--- src/rtl/seg_scan_controller.sv ---
// seg_scan_controller: time-multiplexes four hex digits onto a 4-anode seven-segment display,
// with a dark gap at the start of every slot and frame-synchronous req/ack shadow loading.
`default_nettype none
module seg_scan_controller #(
  parameter int PRESCALE     = 100000,
  parameter int BLANK_CYCLES = 1000
) (
  input  logic        clk,
  input  logic        rst_n,
  input  logic        enable,
  input  logic [19:0] digit_data,
  input  logic        update_req,
  output logic        update_ack,
  input  logic        blank_lz,
  output logic [6:0]  seg_n,
  output logic        dp_n,
  output logic [3:0]  an_n,
  output logic        frame_tick
);
  localparam int            CW         = (PRESCALE > 1) ? $clog2(PRESCALE) : 1;
  localparam logic [CW-1:0] BLANK_LAST = CW'(BLANK_CYCLES - 1);
  localparam logic [CW-1:0] SLOT_LAST  = CW'(PRESCALE - 1);

  typedef enum logic [1:0] {IDLE = 2'd0, BLANK = 2'd1, DRIVE = 2'd2} state_t;

  state_t        state_q, state_d;
  logic [CW-1:0] cnt_q, cnt_d;
  logic [1:0]    idx_q, idx_d;
  logic [19:0]   shadow_q;
  logic          ack_hold_q;
  logic          load;
  logic [4:0]    cur;
  logic [3:0]    zero;
  logic          lz_blank;
  logic [6:0]    pat;
  logic          drive;

  // The counter spans the whole slot: BLANK covers the first BLANK_CYCLES counts, DRIVE the rest.
  always_comb begin
    state_d = state_q;
    cnt_d   = cnt_q;
    idx_d   = idx_q;
    if (!enable) begin
      state_d = IDLE;
      cnt_d   = '0;
      idx_d   = 2'd0;
    end else begin
      case (state_q)
        IDLE: begin
          state_d = BLANK;
          cnt_d   = '0;
          idx_d   = 2'd0;
        end
        BLANK: begin
          cnt_d = cnt_q + CW'(1);
          if (cnt_q == BLANK_LAST) state_d = DRIVE;
        end
        DRIVE: begin
          if (cnt_q == SLOT_LAST) begin
            state_d = BLANK;
            cnt_d   = '0;
            idx_d   = idx_q + 2'd1;
          end else begin
            cnt_d = cnt_q + CW'(1);
          end
        end
        default: begin
          state_d = IDLE;
          cnt_d   = '0;
          idx_d   = 2'd0;
        end
      endcase
    end
  end

  assign frame_tick = (state_q == DRIVE) && (idx_q == 2'd3) && (cnt_q == SLOT_LAST);
  // Requests are taken only at a frame boundary or while idle; the two cycles around ack are ignored.
  assign load = update_req && !update_ack && !ack_hold_q && (frame_tick || state_q == IDLE);

  always_comb begin
    zero[0] = (shadow_q[3:0]   == 4'h0);
    zero[1] = (shadow_q[8:5]   == 4'h0);
    zero[2] = (shadow_q[13:10] == 4'h0);
    zero[3] = (shadow_q[18:15] == 4'h0);
    cur      = shadow_q[4:0];
    lz_blank = 1'b0;
    case (idx_q)
      2'd0: cur = shadow_q[4:0];
      2'd1: begin cur = shadow_q[9:5];   lz_blank = zero[3] & zero[2] & zero[1]; end
      2'd2: begin cur = shadow_q[14:10]; lz_blank = zero[3] & zero[2]; end
      2'd3: begin cur = shadow_q[19:15]; lz_blank = zero[3]; end
      default: cur = shadow_q[4:0];
    endcase
    case (cur[3:0])
      4'h0: pat = 7'h3F;  4'h1: pat = 7'h06;  4'h2: pat = 7'h5B;  4'h3: pat = 7'h4F;
      4'h4: pat = 7'h66;  4'h5: pat = 7'h6D;  4'h6: pat = 7'h7D;  4'h7: pat = 7'h07;
      4'h8: pat = 7'h7F;  4'h9: pat = 7'h6F;  4'hA: pat = 7'h77;  4'hB: pat = 7'h7C;
      4'hC: pat = 7'h39;  4'hD: pat = 7'h5E;  4'hE: pat = 7'h79;  4'hF: pat = 7'h71;
      default: pat = 7'h00;
    endcase
    drive = enable && (state_q == DRIVE);
  end

  always_ff @(posedge clk or negedge rst_n) begin
    if (!rst_n) begin
      state_q    <= IDLE;
      cnt_q      <= '0;
      idx_q      <= 2'd0;
      shadow_q   <= '0;
      update_ack <= 1'b0;
      ack_hold_q <= 1'b0;
      an_n       <= 4'b1111;
      seg_n      <= 7'h7F;
      dp_n       <= 1'b1;
    end else begin
      state_q    <= state_d;
      cnt_q      <= cnt_d;
      idx_q      <= idx_d;
      update_ack <= load;
      ack_hold_q <= update_ack;
      if (load) shadow_q <= digit_data;
      an_n  <= drive ? ~(4'b0001 << idx_q) : 4'b1111;
      seg_n <= (drive && !(blank_lz && lz_blank)) ? ~pat : 7'h7F;
      dp_n  <= drive ? ~cur[4] : 1'b1;
    end
  end
endmodule
`default_nettype wire
--- config.mk ---
export PLATFORM = sky130hd
export DESIGN_NAME = seg_scan_controller
export DESIGN_NICKNAME = d
export VERILOG_FILES = /design/src/rtl/seg_scan_controller.sv
export SDC_FILE = /design/constraint.sdc
export NUM_CORES = 1
export LEC_CHECK = 0
export CAP_MARGIN = 20
export CORE_UTILIZATION = 30
export CTS_CLUSTER_SIZE = 14
export DETAILED_ROUTE_END_ITERATION = 10
export GPL_TIMING_DRIVEN = 0
export PLACE_DENSITY_LB_ADDON = 0.1
export SLEW_MARGIN = 20
export SYNTH_ARGS = -nofsm -noshare
export SYNTH_HDL_FRONTEND = slang
export SYNTH_SLANG_ARGS = --single-unit
--- constraint.sdc ---
create_clock -name clk -period 2.5 [get_ports clk]
set_clock_uncertainty 0.15 [all_clocks]
set_input_delay 0.5 -clock clk [delete_from_list [all_inputs] [get_ports clk]]
set_output_delay 0.5 -clock clk [all_outputs]
set_load 0.05 [all_outputs]
==> results of run 1 <==
per-layer routing:
layer / vias up / wire length (µm) / share of wire [%] / global-route usage [%]
met4: 0 / 40 / 0.69 / 3.62
met5: - / 0 / 0 / 0
met3: 2 / 203 / 3.5 / 2.86
li1: 966 / - / - / -
met2: 31 / 2590 / 45 / 18.7
met1: 930 / 2970 / 51 / 17.4
final cells by class:
| cell class | instances | area, µm² | share of cell area, % |
|---|---|---|---|
| clock buffers | 7 | 86.3 | 2.40 |
| flip-flops and latches | 55 | 1390 | 38.7 |
| plain buffers | 7 | 57.6 | 1.60 |
| inverters | 12 | 45.0 | 1.25 |
| clock inverters | 1 | 5.00 | 0.139 |
| multi-input cells | 173 | 1420 | 39.5 |
| well taps | 129 | 161 | 4.49 |
| repair buffers | 42 | 429 | 11.9 |
metrics by stage:
step | instance area (µm²) | std cells | TNS [ps] | power (µW)
floorplan | 2880 | 248 | 0 | 2340
finish | 3600 | 426 | 0 | 3250
detailed placement | 3430 | 415 | -1190 | 2680
CTS | 3550 | 425 | 0 | 3260
global placement | 3410 | 414 | -53060 | 2670
global route | 3600 | 426 | -1.54 | 3490
cells by family after synthesis:
kind of cell | share of synthesized area (%)
mux | 12.1
flops | 48.3
xor+xnor | 4.57
compound gates | 8.22
simple gates | 16.2
buf+inv | 3.65
fa+ha+maj | 6.96
sequential cells by signal, summed over array words and instances, names as in the netlist:
register / flops
shadow_q: 20
cnt_q: 17
seg_n: 7
an_n: 4
idx_q: 2
state_q: 2
ack_hold_q: 1
dp_n: 1
update_ack: 1
path summary, 6_finish.rpt:
check	from	end	cells after the start
worst max-delay path	cnt_q[0]	frame_tick	5
worst min-delay path	update_ack	ack_hold_q	0
worst max register to register	idx_q[0]	seg_n[5]	7
worst min register to register	update_ack	ack_hold_q	0
max in group asynchronous	rst_n	seg_n[4]	3
min in group asynchronous	rst_n	ack_hold_q	2
layout by cell type, fill, tap and decap left out, drive strengths merged, types with 2 or more instances in the layout:
cell	instances
nor4b	2
o21ai	6
nand3	8
nor4	4
ha	16
nor2	28
dfrtp	43
buf	10
clkbuf	10
o211ai	4
nand3b	2
clkdlybuf4s50	35
mux2i	4
dfstp	12
nand2	21
mux2	21
and3	4
a222oi	3
a22oi	2
inv	12
xnor2	7
nand4	6
xor2	8
a21oi	7
and4	2
repair_timing:
action	4_1_cts	5_1_grt
cloned	0	0
gates resized for setup	10	12
endpoints found under the hold margin	1	0
hold buffers	1	0
endpoints found under the setup margin	8	7
pin swaps	1	2
setup buffers	2	1
report_power, final:
part,internal [µW],switching [µW]
registers,1130,164
logic,728,718
clock network,225,285
total,2080,1170
==> results.toml, run 1 <==
[finish]
antenna_cells_inserted = 0
share_of_post_route_cells_with_drive_strength_above_1_pct = 23.6
utilization_pct = 38.8
finalNetCount = 337
syn2layout_area_growth_pct = 25.0
layout.filler_cells = 963

[synth]
synth.yosys.warnings = 0
mappedNetlistNets = 289
netlist_area_before_placement_mm2 = 0.00288
syn_area_per_cell_um2 = 11.6
synth_top_area_share_pct = 37.4
synth_sequential_area_ratio_pct = 48.3
postSynth.asyncResetShare_pct = 100
ys_dominant_reg_cell = "sky130_fd_sc_hd__dfrtp_1"
ys_seq_elements = 55
postSynthCellCount = 248
synth.lib_cells_used.distinct = 52
yosys.area.top_type = "sky130_fd_sc_hd__dfrtp_1"
ys_top_cells_by_count = "sky130_fd_sc_hd__dfrtp_1, sky130_fd_sc_hd__nor2_1, sky130_fd_sc_hd__nand2_1, sky130_fd_sc_hd__mux2_4, sky130_fd_sc_hd__ha_1"
leading_cell_type_by_number_of_instances_after_synthesis = "sky130_fd_sc_hd__dfrtp_1"
synth.top_cells.by_area = "sky130_fd_sc_hd__dfrtp_1, sky130_fd_sc_hd__dfstp_2, sky130_fd_sc_hd__mux2_4"
number_of_synthesized_flops_with_an_enable_pin = 0

[floorplan]
fp-row-count = 35
initial_core_util_pct = 31.0
die_w_um = 99.9
core_area_mm2 = 0.00928
floorplan.die_area_mm2 = 0.00999
pin_count = 39
fp.dieH_um = 99.9

[placed_design]
routabilityCongestion = 0.733
dpl.hpwl_mm = 4.07
io_buffers = 37
detailedPlace.worstSlack_ps = -326

[drt]
detail_route.wirelength_mm = 5.81
drt_pre_antenna_iters = 4
drt_iter0_markers = 72
detail_route.vias_per_cell = 4.53
vias = 1929
post_route_antenna_net_violation_count = 0
route.detailed.drc = 0
wl_per_cell_um = 13.6

[sta]
final.min_clock_period_ps = 2400
setup_viol = 0
hold_viol = 0
final.setup.worst_slack_ps = 104
fmax_achieved_mhz = 417
holdWs_ps = 280
relSlewSlack_pct = 66.0
report.final.slew_viol_count = 0
slew_at_the_pin_closest_to_its_max_slew_limit_ps = 500
part_of_the_cycle_the_worst_path_needs_pct = 95.8

[global_routing]
grt_pass1_vias = 1909
grt_overflow = 0
grt_antenna_before_repair = 0
grt_max_degree = 55
groute.usage.overall_pct = 12.3
grt_pass1_wl_mm = 9.54

[clock_tree]
cts_buffer_depth = 2
path_clk_slew_ps = 100
cts_max_level = 2
numCtsBuffers = 5
tritoncts_clock_tree = "done"
clk-insertion-delay-late_ps = 300
root_buffer = "sky130_fd_sc_hd__clkbuf_8"
clock-sinks = 55

[pwr]
power_density_mw_per_mm2 = 902
ir_drop_uv = 282
power.static_leakage_uw = 0.00153

[worst_setup_path]
cp-start-kind = "flop"
critPathMaxStageDelay_ps = 400
worst-endpoint-required_ps = 1850
critPathKind = "reg -> out"
worst_setup_path_end_kind = "output port"
worst-path-buf-inv = 1
path_max_fanout = 5
rrSetupSlack_ps = 140
crit_family = "simple AND/OR/NAND/NOR gates"
critical_path.slowest_cell = "sky130_fd_sc_hd__dfrtp_1"
cp_cell_sequence = "ha_2, and4_2, nand4_2, nor2_4, buf_6"
crit_arrival_ps = 1750

[min_path]
hold_path_class = "reg -> reg"

[job]
max-cap-violations = 0

[run_status]
run_status = "completed"
No activity file was read; power rests on OpenSTA's default activity.
==> run 2: changes to the inputs <==
CTS_BUF_LIST = sky130_fd_sc_hd__clkbuf_4 sky130_fd_sc_hd__clkbuf_8 sky130_fd_sc_hd__clkbuf_16   (was not set)
clock period = 2.95 ns   (was 2.5 ns; I/O delays follow)
==> results.toml, run 2 (synthesized netlist as in run 1, its figures left out) <==
[run_status]
run_status = "completed"

[sta]
slew_at_the_pin_closest_to_its_max_slew_limit_ps = 721
fmax_achieved_mhz = 376
final.setup.worst_slack_ps = 289
final.min_clock_period_ps = 2660
hold_viol = 0
rsz0062_at_grt = "false"
part_of_the_cycle_the_worst_path_needs_pct = 90.2
report.final.slew_viol_count = 0
relSlewSlack_pct = 50.6
holdWs_ps = 284
setup_tns_ps = 0
setup_viol = 0

[global_routing]
grt_max_degree = 55
grt_pass1_vias = 1903
grt_antenna_before_repair = 0
grt_overflow = 0
grt_pass1_wl_mm = 9.47
groute.usage.overall_pct = 12.2

[drt]
detail_route.vias_per_cell = 4.54
vias = 1919
drt_pre_antenna_iters = 4
wl_per_cell_um = 13.8
route.detailed.drc = 0
post_route_antenna_net_violation_count = 0
detail_route.wirelength_mm = 5.82
drt_iter0_markers = 70

[placed_design]
placement.cell_area_mm2 = 0.00343
detailedPlace.worstSlack_ps = 56.0
io_buffers = 37
dpl.hpwl_mm = 4.07
routabilityCongestion = 0.733

[worst_setup_path]
crit_path_cell_count = 5
crit_family = "simple AND/OR/NAND/NOR gates"
critical_path.reg2reg.endpoint = "seg_n[3]"
rrSetupSlack_ps = 390
path_max_fanout = 5
endpoint = "frame_tick"
worst_setup_path_end_kind = "output port"
worst-endpoint-required_ps = 2210
critPathKind = "reg -> out"
crit_arrival_ps = 1920
worstReg2RegStart = "idx_q[0]"
critical_path.slowest_cell = "sky130_fd_sc_hd__dfrtp_1"
critPathMaxStageDelay_ps = 400
cp_cell_sequence = "ha_1, and4_1, nand4_2, nor2_4, clkbuf_2"
cp-start-kind = "flop"
worstSetupStartpoint = "cnt_q[0]"
worst_case_reg_to_reg_path_depth = 9
worst-path-buf-inv = 1

[floorplan]
core_area_mm2 = 0.00928
die_w_um = 99.9
pin_count = 39
fp.dieH_um = 99.9
fp-row-count = 35
floorplan.die_area_mm2 = 0.00999
initial_core_util_pct = 31.0

[clock_tree]
clk-insertion-delay-late_ps = 300
numCtsBuffers = 5
path_clk_slew_ps = 100
tritoncts_clock_tree = "done"
clock-sinks = 55
post_cts.repair.setup_buffers = 0
cts_max_level = 2
root_buffer = "sky130_fd_sc_hd__clkbuf_8"
cts_buffer_depth = 2

[pwr]
power_density_mw_per_mm2 = 765
ir_drop_uv = 240
power.static_leakage_uw = 0.00153

[finish]
largest_register_ffs = 20
finalInstanceArea_mm2 = 0.00353
syn2layout_area_growth_pct = 22.8
finalNetCount = 334
antenna_cells_inserted = 0
registers.top_by_ff_count = "shadow_q"
mostFrequentLayoutCell = "sky130_fd_sc_hd__dfrtp_1"
share_of_post_route_cells_with_drive_strength_above_1_pct = 19.4
commonest_non_fill_non_tap_cells_in_the_layout = "sky130_fd_sc_hd__dfrtp_1, sky130_fd_sc_hd__clkdlybuf4s50_1, sky130_fd_sc_hd__nor2_1"
reg.largest.list = "shadow_q: 20 flops, cnt_q: 17 flops, seg_n: 7 flops"

[min_path]
hold_path_class = "reg -> reg"

[job]
max-cap-violations = 0
[run 2: changes by cell type in the layout (fill, tap and decap cells not counted), sizes merged]
cell | previous run | this run
clkbuf | 10 | 11
buf | 10 | 6
[run 2: per-stage QoR]
step                cells  total power (µW)  utilization, %
floorplan             248              1980               -
global placement      414              2260            36.7
detailed placement    415              2270            37.0
CTS                   424              2740            38.1
global route          423              2900            38.1
finish                423              2700            38.1
[run 2: power breakdown]
| part | switching [µW] | total [µW] | internal, µW |
|---|---|---|---|
| combinational | 590 | 1170 | 576 |
| sequential | 140 | 1090 | 953 |
| clock | 244 | 444 | 200 |
| total | 974 | 2700 | 1730 |
[run 2: metal layers]
metal | share of wire, % | GRT usage, % | vias up
met5 | 0 | 0 | -
met4 | 0.69 | 3.62 | 0
met3 | 3.6 | 2.86 | 2
met2 | 45 | 18.6 | 27
met1 | 51 | 17.3 | 930
li1 | - | - | 960
[run 2: final cells by class]
| class | instances | area (µm²) |
|---|---|---|
| buffer | 7 | 56.3 |
| clock buffer | 7 | 90.1 |
| clock inverter | 1 | 5.00 |
| fill | 960 | 5750 |
| inverter | 12 | 45.0 |
| multi-input combinational | 173 | 1390 |
| sequential | 55 | 1390 |
| tap | 129 | 161 |
| timing repair buffer | 39 | 400 |
[run 2: what timing repair did]
| action | in CTS | in global routing |
|---|---|---|
| endpoints found under the setup margin | 1 | 4 |
| endpoints found under the hold margin | 1 | 0 |
| hold buffers | 1 | 0 |
| gates resized for setup | 2 | 2 |
[run 2: worst min path at each step]
stage,depth (start not counted),end,startpoint
CTS,0,ack_hold_q,update_ack
floorplan,0,ack_hold_q,rst_n
global route,0,ack_hold_q,update_ack
global placement,0,ack_hold_q,update_ack
finish,0,ack_hold_q,update_ack
detailed placement,1,ack_hold_q,rst_n
==> run 3: changes to the inputs <==
CORE_MARGIN = 2   (was not set)
SLEW_MARGIN = 10   (was 20)
==> results.toml, run 3 (synthesized netlist as in run 1, its figures left out) <==
[clock_tree]
root_buffer = "sky130_fd_sc_hd__clkbuf_8"
clock-sinks = 55
post_cts_resize_count = 2
post_cts_hold_buffer_count = 0
post_cts.repair.setup_buffers = 0
cts_buffer_depth = 2
numCtsBuffers = 5
clk-insertion-delay-late_ps = 310
cts_max_level = 2
path_clk_slew_ps = 100
tritoncts_clock_tree = "done"

[placed_design]
dpl.hpwl_mm = 4.12
routabilityCongestion = 0.740
dp_cells = 414
io_buffers = 37

[finish]
reg.largest.list = "shadow_q: 20 flops, cnt_q: 17 flops, seg_n: 7 flops"
fin_cells = 422
share_of_post_route_cells_with_drive_strength_above_1_pct = 19.1
largest_register_ffs = 20
registers.top_by_ff_count = "shadow_q"
finalNetCount = 333
commonest_non_fill_non_tap_cells_in_the_layout = "sky130_fd_sc_hd__dfrtp_1, sky130_fd_sc_hd__clkdlybuf4s50_1, sky130_fd_sc_hd__nor2_1"
syn2layout_area_growth_pct = 23.1
antenna_cells_inserted = 0
mostFrequentLayoutCell = "sky130_fd_sc_hd__dfrtp_1"

[global_routing]
grt_pass1_wl_mm = 9.69
grt_antenna_before_repair = 0
grt_overflow = 0
grt_pass1_vias = 1889
groute.usage.overall_pct = 12.0
grt_max_degree = 56

[drt]
detail_route.vias_per_cell = 4.54
post_route_antenna_net_violation_count = 0
vias = 1917
detail_route.wirelength_mm = 5.97
wl_per_cell_um = 14.1
drt_iter0_markers = 69
drt_pre_antenna_iters = 6
route.detailed.drc = 0

[worst_setup_path]
worst-endpoint-required_ps = 3040
path_max_fanout = 10
critPathMaxStageDelay_ps = 430
crit_arrival_ps = 2810
critical_path.slowest_cell = "sky130_fd_sc_hd__dfrtp_1"
critPathKind = "reg -> reg"
cp_cell_sequence = "inv_1, ha_1, clkbuf_1, a21oi_1, a21oi_2, inv_1, ha_1, mux2i_1, nand2_1, a21bo_2"
worst-path-buf-inv = 3
crit_path_cell_count = 10
cp-start-kind = "flop"
worst_setup_path_end_kind = "flop"
crit_family = "buffers and inverters"
worst_case_reg_to_reg_path_depth = 10

[floorplan]
floorplan.die_area_mm2 = 0.0104
die_w_um = 102
core_area_mm2 = 0.00928
fp-row-count = 35
pin_count = 39
initial_core_util_pct = 31.0
fp.dieH_um = 102

[sta]
report.final.slew_viol_count = 0
fmax_achieved_mhz = 368
hold_viol = 0
final.min_clock_period_ps = 2720
part_of_the_cycle_the_worst_path_needs_pct = 92.1
relSlewSlack_pct = 52.3
holdWs_ps = 168
slew_at_the_pin_closest_to_its_max_slew_limit_ps = 715
setup_viol = 0

[min_path]
hold_path_class = "in -> async"

[pwr]
power_density_mw_per_mm2 = 808
power.static_leakage_uw = 0.00153
post-layout-total-power_uw = 2860
ir_drop_uv = 332

[run_status]
run_status = "completed"

[job]
max-cap-violations = 0
run 3: area by class of cell:
type	count	area, µm²
clock buffer	6	76.3
buffer	8	60.1
fill	947	5740
multi-input combinational	173	1390
sequential	55	1390
timing repair buffer	37	363
tap	129	161
inverter	12	45.0
clock inverter	2	60.1
run 3: per-stage QoR:
stage / setup TNS (ps) / instance area [µm²] / worst slack, ps / utilization [%]
after floorplan: 0 / 2880 / 528 / -
after global placement: -32630 / 3410 / -739 / 36.7
after detailed placement: 0 / 3410 / 67.7 / 36.7
after CTS: 0 / 3540 / 22.1 / 38.2
after global routing: -3.25 / 3540 / -3.25 / 38.2
final: 0 / 3540 / 234 / 38.2
run 3: final timing paths:
kind                                 start          end  slack, ps
worst max-delay path              idx_q[0]     seg_n[3]        230
worst min-delay path                 rst_n   ack_hold_q        170
worst max register to register    idx_q[0]     seg_n[3]        230
worst min register to register  update_ack   ack_hold_q        290
max in group asynchronous            rst_n  shadow_q[3]       1990
min in group clk                update_ack   ack_hold_q        290
run 3: worst register-to-register path, delay by kind of cell, from the launching register on:
family | cells | cell delay, ps
AO/OA/AOI/OAI | 3 | 650
adder cells (fa/ha/maj) | 2 | 500
buffers and inverters | 3 | 710
flip-flops | 1 | 430
multiplexers | 1 | 150
AND/OR/NAND/NOR | 1 | 70
run 3: routing by layer:
metal | part of all wire [%] | GRT usage, % | up-vias | wire (µm)
met3 | 3.0 | 2.46 | 7 | 179
met5 | 0 | 0 | - | 0
met1 | 52 | 17.4 | 921 | 3090
met4 | 1.1 | 3.38 | 0 | 65
li1 | - | - | 960 | -
met2 | 44 | 18.3 | 29 | 2630
run 3: where the power goes:
part	switching [µW]	internal (µW)
sequential	139	953
clock	253	349
combinational	599	569
total	990	1870
